### src/rtl/beam_weight_cmul.sv
// beam_weight_cmul: per-channel complex beamforming weight stage.
// Multiplies each aligned I/Q sample by a double-buffered complex weight.
// The result is rounded half-up, shifted right by FRAC and saturated to DW bits.
// Sample-to-output latency is 4 clocks: a sample strobed at edge N is presented at edge N+4.
// Optional build macro CONJ_WEIGHT_EN: multiply by conj(w) instead of w.
module beam_weight_cmul #(
  parameter int DW   = 18,
  parameter int WW   = 18,
  parameter int FRAC = 17
) (
  input  logic                 clk,
  input  logic                 rst,
  input  logic                 din_valid,
  input  logic signed [DW-1:0] dinI,
  input  logic signed [DW-1:0] dinQ,
  input  logic                 w_load,
  input  logic signed [WW-1:0] wI,
  input  logic signed [WW-1:0] wQ,
  input  logic                 w_commit,
  output logic                 w_pending,
  output logic                 dout_valid,
  output logic signed [DW-1:0] doutI,
  output logic signed [DW-1:0] doutQ,
  output logic                 sat_flag
);

  localparam int PW = DW + WW;
  localparam int SW = PW + 1;
  localparam logic signed [WW-1:0] W_UNITY  = WW'((2 ** FRAC) - 1);
  localparam logic signed [SW-1:0] RND_HALF = SW'(2 ** (FRAC - 1));
  localparam logic signed [DW-1:0] OUT_MAX  = {1'b0, {(DW-1){1'b1}}};
  localparam logic signed [DW-1:0] OUT_MIN  = {1'b1, {(DW-1){1'b0}}};

  logic signed [WW-1:0] shadow_i, shadow_q, active_i, active_q;

  logic                 s1_valid, s2_valid, s3_valid, s4_valid;
  logic signed [DW-1:0] s1_di, s1_dq;
  logic signed [WW-1:0] s1_wi, s1_wq;
  logic signed [PW-1:0] p_ii, p_qq, p_iq, p_qi;
  logic signed [SW-1:0] sum_i, sum_q;
  logic signed [SW-1:0] rnd_i, rnd_q;

  logic                 clip_i, clip_q;
  logic signed [DW-1:0] sat_i, sat_q;

  // Double-buffered weight: a simultaneous load+commit promotes the old shadow.
  always_ff @(posedge clk) begin
    if (rst) begin
      shadow_i  <= W_UNITY;
      shadow_q  <= '0;
      active_i  <= W_UNITY;
      active_q  <= '0;
      w_pending <= 1'b0;
    end else begin
      if (w_load) begin
        shadow_i  <= wI;
        shadow_q  <= wQ;
        w_pending <= 1'b1;
      end else if (w_commit) begin
        w_pending <= 1'b0;
      end
      if (w_commit) begin
        active_i <= shadow_i;
        active_q <= shadow_q;
      end
    end
  end

  // S1..S4: capture sample with its weight, multiply, combine, round and shift.
  always_ff @(posedge clk) begin
    if (rst) begin
      s1_valid <= 1'b0;
      s2_valid <= 1'b0;
      s3_valid <= 1'b0;
      s4_valid <= 1'b0;
      s1_di    <= '0;
      s1_dq    <= '0;
      s1_wi    <= '0;
      s1_wq    <= '0;
      p_ii     <= '0;
      p_qq     <= '0;
      p_iq     <= '0;
      p_qi     <= '0;
      sum_i    <= '0;
      sum_q    <= '0;
      rnd_i    <= '0;
      rnd_q    <= '0;
    end else begin
      s1_valid <= din_valid;
      s1_di    <= dinI;
      s1_dq    <= dinQ;
      s1_wi    <= active_i;
      s1_wq    <= active_q;

      s2_valid <= s1_valid;
      p_ii     <= PW'(s1_di) * PW'(s1_wi);
      p_qq     <= PW'(s1_dq) * PW'(s1_wq);
      p_iq     <= PW'(s1_di) * PW'(s1_wq);
      p_qi     <= PW'(s1_dq) * PW'(s1_wi);

      s3_valid <= s2_valid;
`ifdef CONJ_WEIGHT_EN
      sum_i    <= SW'(p_ii) + SW'(p_qq);
      sum_q    <= SW'(p_qi) - SW'(p_iq);
`else
      sum_i    <= SW'(p_ii) - SW'(p_qq);
      sum_q    <= SW'(p_iq) + SW'(p_qi);
`endif

      s4_valid <= s3_valid;
      rnd_i    <= (sum_i + RND_HALF) >>> FRAC;
      rnd_q    <= (sum_q + RND_HALF) >>> FRAC;
    end
  end

  // Clip when the bits above the output sign are not a pure sign extension.
  always_comb begin
    clip_i = !((&rnd_i[SW-1:DW-1]) || !(|rnd_i[SW-1:DW-1]));
    clip_q = !((&rnd_q[SW-1:DW-1]) || !(|rnd_q[SW-1:DW-1]));
    sat_i  = rnd_i[DW-1:0];
    sat_q  = rnd_q[DW-1:0];
    if (clip_i) sat_i = rnd_i[SW-1] ? OUT_MIN : OUT_MAX;
    if (clip_q) sat_q = rnd_q[SW-1] ? OUT_MIN : OUT_MAX;
  end

  // Output register: data holds through bubbles, flag only rides with valid data.
  always_ff @(posedge clk) begin
    if (rst) begin
      dout_valid <= 1'b0;
      doutI      <= '0;
      doutQ      <= '0;
      sat_flag   <= 1'b0;
    end else begin
      dout_valid <= s4_valid;
      sat_flag   <= s4_valid && (clip_i || clip_q);
      if (s4_valid) begin
        doutI <= sat_i;
        doutQ <= sat_q;
      end
    end
  end

endmodule

### config.mk
export PLATFORM = sky130hd
export DESIGN_NAME = beam_weight_cmul
export DESIGN_NICKNAME = d
export VERILOG_FILES = /design/src/rtl/beam_weight_cmul.sv
export SDC_FILE = /design/constraint.sdc
export NUM_CORES = 2
export LEC_CHECK = 0
export CELL_PAD_IN_SITES_DETAIL_PLACEMENT = 2
export CELL_PAD_IN_SITES_GLOBAL_PLACEMENT = 2
export CORE_UTILIZATION = 40
export DETAILED_ROUTE_END_ITERATION = 6
export PLACE_DENSITY_LB_ADDON = 0.1
export SLEW_MARGIN = 20
export SYNTH_ARGS = -nofsm -noshare
export SYNTH_HDL_FRONTEND = slang
export SYNTH_SLANG_ARGS = --single-unit
### constraint.sdc
create_clock -name clk -period 11.5 [get_ports clk]
set_input_delay 2.875 -clock clk [delete_from_list [all_inputs] [get_ports clk]]
set_output_delay 2.875 -clock clk [all_outputs]
set_load 0.05 [all_outputs]
# After elaboration in Yosys (flattened, before gate mapping)
# Cells that the tools add are included.
# W data, S select, Z words.
[op_classes]
addsub = 4
mul = 4
div_mod_pow = 0
magnitude_cmp = 0
n_eq_ne = 0
shift = 0
n_mux = 6
n_bitwise = 0
reduce_logical = 13
[op_table]
columns = ["cell", "n"]
rows = [
  ["$mul A18 B18 Y36", 4],
  ["$add A37 B18 Y37 const B", 2],
  ["$mux W18", 4],
  ["$reduce_and A20 Y1", 2],
  ["$reduce_or A20 Y1", 2],
  ["$add A36 B36 Y37", 1],
  ["$sub A36 B36 Y37", 1],
  ["$logic_not A1 Y1", 4],
  ["$logic_or A1 B1 Y1", 3],
  ["$mux W1", 2],
  ["$reduce_bool A2 Y1", 1],
  ["$logic_and A1 B1 Y1", 1],
]
[word_totals]
reg_bits = 445
latch_bits = 0
ram_bits = 0
mem_bits_ro = 0
in_bits = 77
output_inout_bits = 39
wordCells = 52
n_memories = 0

# Logic depth before layout (Yosys ltp)
[depth]
ltp_word = 6
mapped_depth = 26
depth_no_buf = 24

# Worst setup path before layout
# OpenSTA, ideal clock, no wires.
[synth_path]
path_kind = "register -> register"
from = "register s1_dq[16]"
to = "register p_qq[32]"
setup_time_ns = 0.121
arrival_time_ns = 6.351
required_ns = 11.379
setup_slack_ns = 5.027
stages_incl_launch_ff = 25
path_buffers = 2
period_less_slack_ns = 6.473
path_cell_list = "dfxtp_1 clkbuf_1 clkbuf_1 nand2_1 fa_1 inv_1 fa_1 inv_1 fa_1 fa_1 inv_1 fa_1 inv_1 fa_1 inv_1 ha_1 a21o_1 a31o_1 a221oi_2 o21ai_2 o311a_4 o2111a_1 nand3b_1 a31o_1 mux2_4"
[synth_between]
elab_chain_cells = 1
[synth_lines]
columns = ["element", "line_no", "text"]
rows = [
  ["start: declaration", "37", "logic signed [DW-1:0] s1_di, s1_dq;"],
  ["start signal: assignment", "91", "s1_dq <= dinQ;"],
  ["$mul A18 B18 Y36", "97", "p_qq <= PW'(s1_dq) * PW'(s1_wq);"],
  ["end signal: assignment", "97", ""],
  ["end: declaration", "39", "logic signed [PW-1:0] p_ii, p_qq, p_iq, p_qi;"],
]
# Every way passes these cells.
# A chain may end at the register's enable or synchronous reset.

# Final worst setup path
[layout_path]
from = "register s1_wq[17]"
to = "register p_iq[35]"
[layout_between]
elab_chain_cells = 1
[layout_lines]
columns = ["element", "line_no", "text"]
rows = [
  ["start: declaration", "38", "logic signed [WW-1:0] s1_wi, s1_wq;"],
  ["start signal: assignment", "93", "s1_wq <= active_q;"],
  ["$mul A18 B18 Y36", "98", "p_iq <= PW'(s1_di) * PW'(s1_wq);"],
  ["end signal: assignment", "98", ""],
  ["end: declaration", "39", ""],
]
# Every way passes these cells.

==> flow_metrics.env <==
export IMPL_crit_path_end="p_iq[35]"
export IMPL_via_per_inst=5.13
export IMPL_crit_type="flip-flop to flip-flop"
export IMPL_register_area_mm2=0.00827
export IMPL_synth_edf_count=0
export IMPL_cp_data_arrival_time_ns=8.11
export IMPL_place_inst=8861
export IMPL_power_density_mw_per_mm2=162
export IMPL_area_growth_pct=8.13
export IMPL_cts_buffers=57
export IMPL_synth_compound_area_frac=0.0558
export IMPL_synth_simple_area_share=0.164
export IMPL_placement_io_buffers=115
export IMPL_yosysUniqueCellTypes=73
export IMPL_synth_xor_area_frac=0.0233
export IMPL_synthMuxAreaShare=0.0133
export IMPL_hold_class="flip-flop to flip-flop"
export IMPL_mostFrequentLayoutCells="inv_1 (1536), fa_1 (1316), nand2_1 (701)"
export IMPL_clockBufferDepth=3
export IMPL_postCtsHoldBufs=0
export IMPL_synth_adder_area_share=0.503
export IMPL_htree_levels=2
export IMPL_initial_core_util=0.404
export IMPL_gp_congestion=0.848
export IMPL_grtUsageTotal=0.267
export IMPL_grt_pass1_vias=55200
export IMPL_max_slew_margin=0.0955
export IMPL_crit_fanout=16
export IMPL_r2r_end="p_iq[35]"
export IMPL_worst_ep_required_time_ns=12.02
export IMPL_fin_nets=8699
export IMPL_rsz0062_at_grt="no"
export IMPL_startpoint="s1_wq[17]"
export IMPL_antenna_found_initial=18
export IMPL_ys_ff_latch=413
export IMPL_drc=0
export IMPL_r2r_slack_ns=3.91
export IMPL_drv_cap=0
export IMPL_grt_pass1_wl_mm=329
export IMPL_cts_sinks=413
export IMPL_place_hpwl_mm=160
export IMPL_fin_util=0.437
export IMPL_fill_cells=17000
export IMPL_ctsResizeCount=0
export IMPL_status="completed"
export IMPL_vias=46100
export IMPL_rows=145
export IMPL_dr_pass1_iters=5
export IMPL_drt_wl_total_mm=207
export IMPL_cts_tree="built"
export IMPL_die_area_mm2=0.160
export IMPL_start_kind="flip-flop"
export IMPL_setup_viol=0
export IMPL_die_h_um=400
export IMPL_mappedNetlistArea_mm2=0.0635
export IMPL_synth_main_ff_cell="dfxtp_1"
export IMPL_multi_input_comb_area_mm2=0.0482
export IMPL_drive_above_1_share=0.0334
export IMPL_layout_commonest_cell="inv_1"
export IMPL_crit_path_end_kind="flip-flop"
export IMPL_gr_usage_met1=0.342
export IMPL_top_usage_layer="met2"
export IMPL_die_w_um=400
export IMPL_async_flop_share=0
export IMPL_fin_crit_ns=7.59
export IMPL_maxSlewViolCount=0
export IMPL_io_pins=116
export IMPL_fmax_mhz=132
export IMPL_yosysWarnings=0
export IMPL_fin_skew_ns=0.0279
export IMPL_reg2reg_from="s1_wq[17]"
export IMPL_syn_inst=6932
export IMPL_synth_top_family_by_area="adder cells"
export IMPL_ir_drop_mv=0.202
export IMPL_antenna_left=0
export IMPL_clk_latency_ns=0.68
export IMPL_post_drt_wl_per_cell_um=23.0
export IMPL_fin_crit_sh=0.660
export IMPL_grt_overflow_total=0
export IMPL_cts_setup_buffers=0
export IMPL_worst_pin_slew_ns=1.35
export IMPL_gr_usage_met3=0.0204
export IMPL_fin_tns_setup_ns=0
export IMPL_instances_no_fill=8972
export IMPL_cts_root_buf="clkbuf_16"
export IMPL_total_power_w=0.0111
export IMPL_seq_area_frac_synth=0.130
export IMPL_p_leak_nw=34.2
export IMPL_cts_clk_slew_worst_paths_ns=0.06
export IMPL_synth_fp_nets=8769
export IMPL_hold_violations=0
export IMPL_core_area_mm2=0.157
export IMPL_ff2ff_path_depth=21
export IMPL_postSynthAreaPerCell_um2=9.15
export IMPL_grt_util_met2=0.481
export IMPL_initialDrtViolationCount=1651
export IMPL_grt_max_degree=122
## Yosys cell counts, types with 4 or more instances
cell | instances | area (um2)
o22ai_1 | 4 | 25.0
nor3_1 | 45 | 225
o21ai_0 | 129 | 646
nand3_1 | 40 | 200
or2_2 | 6 | 37.5
a2111oi_0 | 4 | 35.0
nand2_1 | 701 | 2630
nand3b_1 | 4 | 30.0
dfxtp_1 | 413 | 8270
nor2_1 | 302 | 1130
o21bai_1 | 13 | 97.6
a21boi_0 | 8 | 60.1
o211ai_1 | 18 | 135
a211oi_1 | 23 | 173
a21oi_1 | 181 | 906
a21o_1 | 72 | 541
and2_1 | 664 | 4150
clkbuf_1 | 323 | 1210
buf_1 | 13 | 48.8
o31ai_1 | 9 | 67.6
fa_1 | 1316 | 26300
and3_1 | 32 | 200
xnor2_1 | 91 | 797
xor2_1 | 78 | 683
o21a_1 | 27 | 203
nand2b_1 | 77 | 482
inv_1 | 1536 | 5770
nor3b_1 | 10 | 75.1
ha_1 | 444 | 5560
a41oi_1 | 5 | 43.8
nand4_1 | 27 | 169
mux2i_1 | 74 | 741
mux2_2 | 8 | 90.1
a311oi_1 | 6 | 52.6
nor2b_1 | 127 | 795
or3_1 | 22 | 138
a31oi_1 | 19 | 119
## final cells by class
type | count | area share
multi-input combinational | 4646 | 0.702
tap | 2058 | 0.0375
clock inverter | 33 | 0.00585
antenna | 4 | 0.000146
inverter | 1537 | 0.0841
clock buffer | 74 | 0.0227
sequential | 413 | 0.121
timing repair buffer | 207 | 0.0270
## critical path: stages, from the launching register on
cell	delay (ns)
dfxtp_1	0.81
inv_1	0.56
buf_4	0.39
nor2_1	0.18
fa_1	0.45
fa_1	0.47
fa_1	0.53
fa_1	0.45
fa_1	0.50
inv_1	0.05
fa_1	0.48
inv_1	0.04
ha_1	0.34
a21o_1	0.20
a21o_1	0.17
a21oi_1	0.25
o31a_1	0.19
a21oi_1	0.11
o41ai_1	0.66
o21ai_0	0.24
xnor2_1	0.22
nor2_1	0.06
## stage by stage
stage / instance area, um2 / worst slack [ns] / hold WS, ns
6_report: 68600 / 3.91 / 0.455
5_1_grt: 68600 / 3.60 / 0.470
4_1_cts: 68600 / 3.88 / 0.458
3_5_place_dp: 66600 / 3.92 / 0.452
3_3_place_gp: 66600 / 3.96 / 0.432
2_1_floorplan: 63500 / 5.03 / 0.414
## power by group
| group | switching (W) | internal (W) |
|---|---|---|
| Clock | 0.000791 | 0.00112 |
| Combinational | 0.00451 | 0.00286 |
| Sequential | 0.000146 | 0.00168 |
## worst min path at each step
stage	start	end	cells past startpoint	slack [ns]
final	s2_valid	s3_valid	1	0.46
after global routing	s2_valid	s3_valid	1	0.47
after CTS	s2_valid	s3_valid	1	0.46
after detailed placement	s2_valid	s3_valid	1	0.45
after global placement	s2_valid	s3_valid	1	0.43
after floorplan	s1_valid	s2_valid	1	0.41
## kinds of logic (layout without fill, tap and decap cells)
group,Yosys count,in the layout
mux,83,83
fa+ha+maj,1760,1760
compound gates,562,562
flops,413,413
other cells,0,4
simple gates,2072,2072
xor+xnor,169,169
buf+inv,1873,1851
## routing by layer
layer	vias to the layer above	wire length, um
li1	20400	-
met1	24800	89700
met2	615	106000
met3	269	5090
met4	2	6380
met5	-	8
## registers in the layout (all words and copies together), names as in the netlist, 20 cells and up
| signal | cells |
|---|---|
| p_ii | 36 |
| p_iq | 36 |
| p_qi | 36 |
| p_qq | 36 |
| rnd_i | 20 |
| rnd_q | 20 |
| sum_i | 21 |
| sum_q | 21 |
(Power assumes the default switching activity.)
